<file path="src/rtl/mem_arbiter_pkg.sv">
// rtl/mem_arbiter_pkg.sv - shared request-type and arbiter state encodings
package mem_arbiter_pkg;

  localparam logic MEM_REQ_READ  = 1'b0;
  localparam logic MEM_REQ_WRITE = 1'b1;

  typedef enum logic [2:0] {
    ARB_IDLE     = 3'd0,
    ARB_ISSUE_IF = 3'd1,
    ARB_ISSUE_DM = 3'd2,
    ARB_WAIT_IF  = 3'd3,
    ARB_WAIT_DM  = 3'd4
  } arb_state_t;

endpackage

</file>
<file path="src/rtl/mem_arbiter.sv">
// rtl/mem_arbiter.sv - single-outstanding memory port arbiter, data priority with bounded fetch starvation
module mem_arbiter
  import mem_arbiter_pkg::*;
#(
  parameter int ADDR_W        = 32,
  parameter int MAX_DM_STREAK = 4
) (
  input  logic              clk,
  input  logic              reset_n,
  input  logic              if_req_valid,
  output logic              if_req_ready,
  input  logic [ADDR_W-1:0] if_req_addr,
  output logic              if_resp_valid,
  output logic [31:0]       if_resp_data,
  input  logic              dm_req_valid,
  output logic              dm_req_ready,
  input  logic              dm_req_type,
  input  logic [ADDR_W-1:0] dm_req_addr,
  input  logic [31:0]       dm_req_wdata,
  input  logic [3:0]        dm_req_wmask,
  output logic              dm_resp_valid,
  output logic [31:0]       dm_resp_data,
  output logic              mem_req_valid,
  input  logic              mem_req_ready,
  output logic              mem_req_type,
  output logic [ADDR_W-1:0] mem_req_addr,
  output logic [31:0]       mem_req_wdata,
  output logic [3:0]        mem_req_wmask,
  input  logic              mem_resp_valid,
  input  logic [31:0]       mem_resp_data,
  output logic              proto_err
);

  localparam int STREAK_W = $clog2(MAX_DM_STREAK + 1);
  localparam logic [STREAK_W-1:0] STREAK_MAX = STREAK_W'(MAX_DM_STREAK);

  arb_state_t          state_q;
  arb_state_t          state_d;
  logic [STREAK_W-1:0] streak_q;
  logic                streak_full;
  logic                if_acc;
  logic                dm_acc;
  logic                req_type_q;
  logic [ADDR_W-1:0]   req_addr_q;
  logic [31:0]         req_wdata_q;
  logic [3:0]          req_wmask_q;

  assign streak_full = (streak_q == STREAK_MAX);
  assign if_acc      = if_req_valid && if_req_ready;
  assign dm_acc      = dm_req_valid && dm_req_ready;

  assign mem_req_type  = req_type_q;
  assign mem_req_addr  = req_addr_q;
  assign mem_req_wdata = req_wdata_q;
  assign mem_req_wmask = req_wmask_q;

  // State register; reset aborts any transaction in flight
  always_ff @(posedge clk or negedge reset_n) begin
    if (!reset_n) state_q <= ARB_IDLE;
    else          state_q <= state_d;
  end

  // Next state, readies and memory request valid; readies are held low while in reset
  always_comb begin
    state_d       = state_q;
    if_req_ready  = 1'b0;
    dm_req_ready  = 1'b0;
    mem_req_valid = 1'b0;
    case (state_q)
      ARB_IDLE: begin
        dm_req_ready = reset_n && !(if_req_valid && streak_full);
        if_req_ready = reset_n && (!dm_req_valid || streak_full);
        if (dm_req_valid && dm_req_ready)      state_d = ARB_ISSUE_DM;
        else if (if_req_valid && if_req_ready) state_d = ARB_ISSUE_IF;
      end
      ARB_ISSUE_IF: begin
        mem_req_valid = 1'b1;
        if (mem_req_ready) state_d = ARB_WAIT_IF;
      end
      ARB_ISSUE_DM: begin
        mem_req_valid = 1'b1;
        if (mem_req_ready) state_d = ARB_WAIT_DM;
      end
      ARB_WAIT_IF: if (mem_resp_valid) state_d = ARB_IDLE;
      ARB_WAIT_DM: if (mem_resp_valid) state_d = ARB_IDLE;
      default:     state_d = ARB_IDLE;
    endcase
  end

  // Consecutive DM grants taken while fetch was waiting; saturates at the limit
  always_ff @(posedge clk or negedge reset_n) begin
    if (!reset_n) begin
      streak_q <= '0;
    end else if (dm_acc && if_req_valid) begin
      if (!streak_full) streak_q <= streak_q + STREAK_W'(1);
    end else if (if_acc || (state_q == ARB_IDLE && !if_req_valid)) begin
      streak_q <= '0;
    end
  end

  // Request capture, response routing and sticky protocol error
  always_ff @(posedge clk or negedge reset_n) begin
    if (!reset_n) begin
      req_type_q    <= MEM_REQ_READ;
      req_addr_q    <= '0;
      req_wdata_q   <= '0;
      req_wmask_q   <= '0;
      if_resp_valid <= 1'b0;
      if_resp_data  <= '0;
      dm_resp_valid <= 1'b0;
      dm_resp_data  <= '0;
      proto_err     <= 1'b0;
    end else begin
      if_resp_valid <= 1'b0;
      dm_resp_valid <= 1'b0;
      if (dm_acc) begin
        req_type_q  <= dm_req_type;
        req_addr_q  <= dm_req_addr;
        req_wdata_q <= dm_req_wdata;
        req_wmask_q <= (dm_req_type == MEM_REQ_WRITE) ? dm_req_wmask : 4'b0000;
      end else if (if_acc) begin
        req_type_q  <= MEM_REQ_READ;
        req_addr_q  <= if_req_addr;
        req_wdata_q <= '0;
        req_wmask_q <= 4'b0000;
      end
      if (mem_resp_valid) begin
        case (state_q)
          ARB_WAIT_IF: begin
            if_resp_valid <= 1'b1;
            if_resp_data  <= mem_resp_data;
          end
          ARB_WAIT_DM: begin
            dm_resp_valid <= 1'b1;
            dm_resp_data  <= (req_type_q == MEM_REQ_WRITE) ? 32'h0 : mem_resp_data;
          end
          default: proto_err <= 1'b1;
        endcase
      end
    end
  end

endmodule
</file>
<file path="config.mk">
export PLATFORM = sky130hd
export DESIGN_NAME = mem_arbiter
export DESIGN_NICKNAME = d
export VERILOG_FILES = /design/src/rtl/mem_arbiter_pkg.sv /design/src/rtl/mem_arbiter.sv
export SDC_FILE = /design/constraint.sdc
export NUM_CORES = 1
export LEC_CHECK = 0
export BUFFER_PORTS_ARGS = -buffer_cell sky130_fd_sc_hd__buf_2
export CAP_MARGIN = 20
export CORE_UTILIZATION = 48
export DETAILED_ROUTE_END_ITERATION = 6
export PLACE_DENSITY = 0.82
export SLEW_MARGIN = 10
export SYNTH_ARGS = -nofsm -noshare
export SYNTH_HDL_FRONTEND = slang
export SYNTH_SLANG_ARGS = --single-unit
export TNS_END_PERCENT = 5
</file>
<file path="constraint.sdc">
create_clock -name clk -period 4.9 [get_ports clk]
set_input_delay 0.49 -clock clk [delete_from_list [all_inputs] [get_ports clk]]
set_output_delay 0.49 -clock clk [all_outputs]
set_load 0.01 [all_outputs]
</file>
### Yosys cells after proc, flatten, opt, wreduce, memory -nomap -nowiden

Index checks and enable logic that the tools add are counted.

| storage, ports and cells | value |
|---|---|
| flip-flop bits (word level) | 142 |
| word-level logic and storage cells | 73 |

| cells by class | value |
|---|---|
| add/sub/neg operators | 1 |
| eq/ne operators | 10 |
| multiplexer cells | 26 |
| bitwise logic cells | 1 |
| reduce and logical (&&, ||, !) cells | 24 |

Operators with widths:

| cell | count |
|---|---|
| $mux W32 | 5 |
| $mux W3 | 8 |
| $mux W4 | 3 |
| $pmux W3 S4 | 1 |
| $logic_and A1 B1 Y1 | 9 |
| $mux W1 | 9 |
| $reduce_and A2 Y1 | 4 |
| $eq A3 B2 Y1 const B | 2 |
| $eq A3 B3 Y1 const B | 2 |
| $ne A2 B2 Y1 const B | 3 |
| $reduce_and A4 Y1 | 1 |
| $reduce_bool A2 Y1 | 2 |
| $reduce_or A2 Y1 | 2 |
| $add A3 B1 Y3 const B | 1 |
| $eq A3 B1 Y1 const B | 1 |
| $logic_not A1 Y1 | 3 |
| $logic_not A3 Y1 | 1 |
| $ne A3 B3 Y1 const B | 1 |
| $logic_or A1 B1 Y1 | 2 |
| $ne A2 B1 Y1 const B | 1 |
| $not A1 Y1 | 1 |

### Depth between registers and ports, before layout

Gate-level depths: netlist of the first run.

| logic depth | value |
|---|---|
| depth in word-level cells | 9 |
| gate-level depth with buffers | 7 |
| depth with buffers taken out | 5 |

### Worst setup path after synthesis of the first run

OpenSTA, ideal clock, no wires.

| path | value |
|---|---|
| path type | register to output |
| start | register state_q[0] |
| end | output if_req_ready |
| data arrival time | 1.386 ns |
| data required time | 4.410 ns |
| slack | 3.024 ns |
| stages on the path, launching flop included | 7 |
| path buffers | 3 |
| cells stage by stage | dfrtp_1 buf_6 nor3_1 buf_2 buf_2 nand2_1 nor2_1 |

| on the way | value |
|---|---|
| word-level cells in the longest chain between the ends | 2 |

RTL lines:

| what | line | text |
|---|---|---|
| start, declared | mem_arbiter.sv:37 | `arb_state_t state_q;` |
| start signal, assigned | mem_arbiter.sv:60 | `else state_q <= state_d;` |
| $logic_not A3 Y1 | mem_arbiter.sv:69 | `case (state_q)` |
| $mux W1 | mem_arbiter.sv:69 |  |
| end, declared | mem_arbiter.sv:11 | `output logic if_req_ready,` |

Every way passes these cells.

### Final worst setup path of the first run

| path | value |
|---|---|
| start | register state_q[1] |
| end | register req_addr_q[11] (netlist: mem_req_addr[11]) |

| on the way | value |
|---|---|
| word-level cells in the longest chain between the ends | 4 |

RTL lines:

| what | line | text |
|---|---|---|
| $logic_not A3 Y1 (*) | mem_arbiter.sv:69 |  |
| $mux W1 | mem_arbiter.sv:69 |  |
| $logic_and A1 B1 Y1, on equally long branches | mem_arbiter.sv:50, mem_arbiter.sv:49 |  |
| $mux W32 or $reduce_bool A2 Y1 (tied branches) | n/a |  |
| end signal, assigned | mem_arbiter.sv:118 | `req_addr_q <= dm_req_addr;` |
| end signal, assigned | mem_arbiter.sv:123 | `req_addr_q <= if_req_addr;` |
| end, declared | mem_arbiter.sv:44 | `logic [ADDR_W-1:0] req_addr_q;` |

Mark *: on every way between the ends. The rest lies on a longest branch, timed or not.
A chain may end at the register's enable or synchronous reset.

==> flow_metrics.env, run 1 <==
export IMPL_finalSetupViolCount=0
export IMPL_fin_skew_ns=0.0153
export IMPL_mostFrequentLayoutCell="buf_2"
export IMPL_die_w_um=115
export IMPL_required_ns=5.11
export IMPL_start_util_pct=50.0
export IMPL_hold_class="in2async"
export IMPL_cts_sinks=142
export IMPL_die_y_um=115
export IMPL_core_area_mm2=0.0122
export IMPL_powerDensity_mw_per_mm2=641
export IMPL_synth_flop_cell="dfrtp_1"
export IMPL_ys_async_sr_fraction_pct=100
export IMPL_crit_type="reg2reg"
export IMPL_seq_area_mm2=0.00355
export IMPL_antenna_found_initial=0
export IMPL_relSlewSlack_pct=26.0
export IMPL_cts_htree_levels=4
export IMPL_ff2ff_path_depth=4
export IMPL_drv_cap=0
export IMPL_final_max_slew_viol_count=0
export IMPL_hold_viol_final=0
export IMPL_synth_warning_count=0
export IMPL_cts_hold_fix_buffers=0
export IMPL_io_buffers=277
export IMPL_min_period_ns=2.45
export IMPL_layout_drive_gt1_share_pct=47.6
export IMPL_drc=0
export IMPL_busiest_layer="met2"
export IMPL_num_vias=5361
export IMPL_crit_fanout=39
export IMPL_area_growth_pct=34.2
export IMPL_clk_pin_slew_ns=0.06
export IMPL_layout_common_cells="buf_2, dfrtp_1, o21ai_0, nand2_1, a21oi_1"
export IMPL_grt_use_met2_pct=43.6
export IMPL_startpoint_type="flip-flop"
export IMPL_synth_cells=540
export IMPL_ctsResizeCount=0
export IMPL_dp_hpwl_um=11300
export IMPL_syn_nets=681
export IMPL_critPathArrivalTime_ns=2.67
export IMPL_grt_met3_usage_pct=6.03
export IMPL_avgSynthCellArea_um2=11.3
export IMPL_multi_input_area_mm2=0.00225
export IMPL_ir_worst_vdd_mv=0.293
export IMPL_fmax_mhz=408
export IMPL_num_rows=40
export IMPL_drtPass1Iterations=4
export IMPL_io_pins=278
export IMPL_drt_total_wl_um=16400
export IMPL_clkLatencyLatePin_ns=0.41
export IMPL_worst_pin_slew_ns=1.11
export IMPL_grt_ovfl_total=0
export IMPL_final_area_mm2=0.00816
export IMPL_ant_nets=0
export IMPL_cts_tree="done"
export IMPL_synthesis_area_mm2=0.00608
export IMPL_num_fill_cells=891
export IMPL_fin_nets=935
export IMPL_path_cells="nor3_2, buf_4, and2_1, a31oi_1"
export IMPL_synth_seq_cells=142
export IMPL_grt_pass1_wl_um=25400
export IMPL_grt_max_degree=71
export IMPL_viasPerCell=5.50
export IMPL_post_dp_cell_area_mm2=0.00748
export IMPL_grt_usage_pct=25.1
export IMPL_grt_pass1_vias=5164
export IMPL_synth_seq_area_share_pct=58.5
export IMPL_drtIter0Drc=518
export IMPL_n_antenna_cell=0
export IMPL_cts_root_buf="clkbuf_16"
export IMPL_status="finished, final reports clean"
export IMPL_end_kind="flip-flop"
export IMPL_cts_setup_buffers=0
export IMPL_tns_ns=0
export IMPL_die_area_mm2=0.0131
export IMPL_synth_distinct_cells=39
export IMPL_slowest_stage="and2_1"
export IMPL_place_gp_congestion=0.824
export IMPL_rsz0062_at_grt="no"
export IMPL_slowest_delay_ns=0.93
export IMPL_wire_per_inst_um=16.8
export IMPL_globalRouteMet1Util_pct=30.0
export IMPL_synth_edf_count=0
export IMPL_p_leak_nw=4.08
export IMPL_cts_max_path_buffers=2
export IMPL_numCtsBuffers=17
export IMPL_min_period_over_period_pct=50.0
[worst max-delay path: cells and delay by family (launching register included)]
kind,cells,cell delay [ns]
AND/OR/NAND/NOR,2,1.16
flip-flops,1,0.52
buffers and inverters,1,0.36
AO/OA/AOI/OAI,1,0.21
[sequential cells by signal, indices dropped and copies added (netlist names)]
register,flops
if_resp_valid,1
mem_req_type,1
dm_resp_data,32
dm_resp_valid,1
streak_q,3
mem_req_wdata,32
mem_req_addr,32
proto_err,1
mem_req_wmask,4
if_resp_data,32
state_q,3
[where the power goes]
| group | internal [mW] | leakage [nW] | switching [mW] |
|---|---|---|---|
| Combinational | 0.872 | 2.02 | 0.989 |
| Sequential | 1.69 | 1.75 | 0.343 |
| Clock | 0.853 | 0.301 | 0.491 |
[metal layers]
layer  routed length [µm]  vias to the layer above
li1                     -                     2479
met2                 8340                      285
met4                  322                        0
met3                 1280                       27
met1                 6410                     2570
met5                    0                        -
[metrics by stage]
step                      power, mW  instances  utilization, %  hold slack, ns  setup slack (ns)
after floorplan                3.09        540               -           0.194              3.02
after global placement         3.79        939            61.5           0.446              1.45
after detailed placement       3.89        939            61.5           0.443              1.33
after CTS                      5.24        970            66.6          0.0472              1.75
after global routing           5.54        974            67.1          0.0605              2.19
final                          5.23        974            67.1          0.0358              2.45
[layout make-up]
| cell class | instances | area share (%) |
|---|---|---|
| Tap cell | 168 | 2.58 |
| Timing Repair Buffer | 288 | 18.5 |
| Sequential cell | 142 | 43.6 |
| Clock buffer | 18 | 5.26 |
| Clock inverter | 13 | 2.29 |
| Inverter | 5 | 0.230 |
| Multi-Input combinational cell | 340 | 27.6 |
[cells in the mapped netlist (all sizes together) (2+ instances only)]
| master | instances | area, µm² |
|---|---|---|
| nand3 | 2 | 10.0 |
| and3 | 2 | 12.5 |
| ha | 2 | 25.0 |
| or3 | 3 | 25.0 |
| nand2b | 33 | 206 |
| nor2 | 3 | 11.3 |
| dfrtp | 142 | 3550 |
| a22o | 33 | 319 |
| o21ai | 64 | 320 |
| buf | 21 | 140 |
| a21oi | 38 | 190 |
| a31oi | 32 | 200 |
| clkbuf | 32 | 120 |
| nand2 | 40 | 150 |
| a31o | 2 | 17.5 |
| a21boi | 2 | 15.0 |
| nor3 | 2 | 21.3 |
| inv | 5 | 18.8 |
| a32o | 4 | 40.0 |
| nand4 | 33 | 206 |
| mux2 | 33 | 372 |
[worst paths after layout]
| check | from | to | slack, ns |
|---|---|---|---|
| min reg2reg | proto_err$_DFFE_PN0P_ | proto_err$_DFFE_PN0P_ | 0.45 |
| min | reset_n | mem_req_wdata[26]$_DFFE_PN0P_ | 0.04 |
| max in group asynchronous | reset_n | if_resp_data[7]$_DFFE_PN0P_ | 3.02 |
| max reg2reg | state_q[1]$_DFFE_PN0P_ | mem_req_addr[11]$_DFFE_PN0P_ | 2.45 |
| min in group clk | dm_req_wdata[1] | mem_req_wdata[1]$_DFFE_PN0P_ | 0.29 |
| max | state_q[1]$_DFFE_PN0P_ | mem_req_addr[11]$_DFFE_PN0P_ | 2.45 |
[kinds of logic after synthesis]
logic type,after synthesis,share of synthesized area [%]
AOI/OAI and AO/OA,179,18.8
DFF,142,58.5
and+or+nand+nor,125,11.5
buffers and inverters,58,4.59
muxes,33,6.11
adders and majority gates,2,0.412
xor gates and xnor gates,1,0.144
No activity file was read; power rests on OpenSTA's default activity.
==> inputs of run 2 (changes only) <==
- CORE_UTILIZATION: 48 -> 47
- PLACE_DENSITY: 0.82 -> 0.8
- clock period: 4.9 -> 2.3 ns (I/O delays scaled with it)
==> flow_metrics.env, run 2 (same netlist as run 1, synthesis figures left out) <==
export IMPL_status="finished, final reports clean"
export IMPL_grt_pass1_wl_um=25000
export IMPL_end_kind="primary output"
export IMPL_finalSetupViolCount=0
export IMPL_die_y_um=116
export IMPL_num_vias=5368
export IMPL_num_rows=41
export IMPL_antenna_found_initial=1
export IMPL_grt_pass1_vias=5143
export IMPL_dp_hpwl_um=11200
export IMPL_tns_ns=0
export IMPL_fin_nets=941
export IMPL_io_pins=278
export IMPL_drc=0
export IMPL_wire_per_inst_um=16.3
export IMPL_viasPerCell=5.44
export IMPL_drt_total_wl_um=16000
export IMPL_layout_common_cells="buf_2, dfrtp_1, o21ai_0, nand2_1, a21oi_1"
export IMPL_clk_pin_slew_ns=0.06
export IMPL_required_ns=2.07
export IMPL_drv_cap=0
export IMPL_min_period_over_period_pct=91.8
export IMPL_core_area_mm2=0.0126
export IMPL_powerDensity_mw_per_mm2=1340
export IMPL_die_area_mm2=0.0134
export IMPL_crit_family="buffers and inverters"
export IMPL_drtPass1Iterations=4
export IMPL_slowest_delay_ns=0.38
export IMPL_cts_root_buf="clkbuf_16"
export IMPL_area_growth_pct=34.4
export IMPL_clkLatencyLatePin_ns=0.41
export IMPL_worst_pin_slew_ns=0.583
export IMPL_numCtsBuffers=17
export IMPL_startpoint_type="flip-flop"
export IMPL_slowest_stage="dfrtp_1"
export IMPL_critical_path_buf_inv_count=3
export IMPL_drtIter0Drc=447
export IMPL_hold_class="in2reg"
export IMPL_min_period_ns=2.11
export IMPL_die_w_um=116
export IMPL_cts_sinks=142
export IMPL_grt_usage_pct=24.0
export IMPL_critPathArrivalTime_ns=1.88
export IMPL_crit_fanout=33
export IMPL_final_util_pct=64.7
export IMPL_crit_type="reg2out"
export IMPL_final_max_slew_viol_count=0
export IMPL_cts_max_path_buffers=2
export IMPL_relSlewSlack_pct=60.8
export IMPL_fin_skew_ns=0.00930
export IMPL_ant_nets=0
export IMPL_place_gp_congestion=0.796
export IMPL_hold_viol_final=0
export IMPL_grt_max_degree=99
export IMPL_path_cells="inv_1, ha_1, and3_1, buf_4, nor2_1, buf_2"
export IMPL_ir_worst_vdd_mv=0.542
export IMPL_mostFrequentLayoutCell="buf_2"
export IMPL_grt_ovfl_total=0
export IMPL_rsz0062_at_grt="no"
export IMPL_num_fill_cells=1029
export IMPL_io_buffers=277
export IMPL_start_util_pct=48.2
export IMPL_cts_setup_buffers=0
export IMPL_p_leak_nw=4.06
export IMPL_layout_drive_gt1_share_pct=48.1
export IMPL_fmax_mhz=474
export IMPL_cts_htree_levels=4
export IMPL_cts_tree="done"
-- run 2: changes by cell type in the layout (fill, tap and decap cells not counted), sizes merged, moves of 3 or more --
cell      previous run  this run
clkinvlp             1         5
bufinv               4         1
buf                288       293
inv                  8        11
clkinv               5         1
-- run 2: worst reg2reg max path: cells and delay by family, from the launching register on --
kind,cells,cell delay (ns)
buffers and inverters,1,0.36
flip-flops,1,0.55
AND/OR/NAND/NOR,2,0.63
AO/OA/AOI/OAI,1,0.23
-- run 2: what timing repair did --
item,CTS,global route
gates resized for setup,0,1
hold endpoints to repair,18,0
hold buffers,1,0
setup endpoints to repair,0,2
-- run 2: path summary, 6_finish.rpt --
check	end	cells past startpoint	start	slack, ns
max in group asynchronous	mem_req_wdata[14]$_DFFE_PN0P_	4	reset_n	0.98
max	dm_req_ready	6	streak_q[0]$_DFFE_PN0P_	0.19
max reg2reg	mem_req_wmask[0]$_DFFE_PN0P_	4	state_q[1]$_DFFE_PN0P_	0.46
min reg2reg	dm_resp_data[12]$_DFFE_PN0P_	2	dm_resp_data[12]$_DFFE_PN0P_	0.47
min in group asynchronous	streak_q[1]$_DFFE_PN0P_	2	reset_n	0.32
min	mem_req_wdata[3]$_DFFE_PN0P_	2	dm_req_wdata[3]	0.03
-- run 2: routing by layer --
| metal | global-route usage [%] | share of wire, % | vias to the layer above |
|---|---|---|---|
| met2 | 41.0 | 50 | 291 |
| li1 | - | - | 2488 |
| met1 | 29.6 | 41 | 2562 |
| met3 | 5.70 | 7.5 | 27 |
| met4 | 9.32 | 1.9 | 0 |
| met5 | 0 | 0 | - |
-- run 2: through the flow --
stage	cells	cell area, µm²	worst slack (ns)	power, mW	hold slack (ns)
CTS	985	8160	0.171	11.0	0.0190
floorplan	540	6080	0.638	6.58	-0.0656
global route	986	8170	0.0272	11.6	0.0186
finish	986	8170	0.189	11.0	0.0315
global placement	952	7570	0.525	8.13	0.120
detailed placement	952	7570	0.463	8.32	0.123
-- run 2: final cells by class --
| class | count | area, µm² | share of cell area, % |
|---|---|---|---|
| inverter | 5 | 18.8 | 0.230 |
| timing repair buffer | 294 | 1540 | 18.8 |
| clock inverter | 13 | 131 | 1.61 |
| sequential | 142 | 3550 | 43.5 |
| tap | 172 | 215 | 2.64 |
| antenna | 1 | 2.50 | 0.0306 |
| multi-input combinational | 340 | 2270 | 27.8 |
| clock buffer | 19 | 443 | 5.42 |
-- run 2: report_power, final --
group | internal [mW] | switching [mW]
Clock | 1.54 | 1.13
Combinational | 1.89 | 2.15
Sequential | 3.59 | 0.662
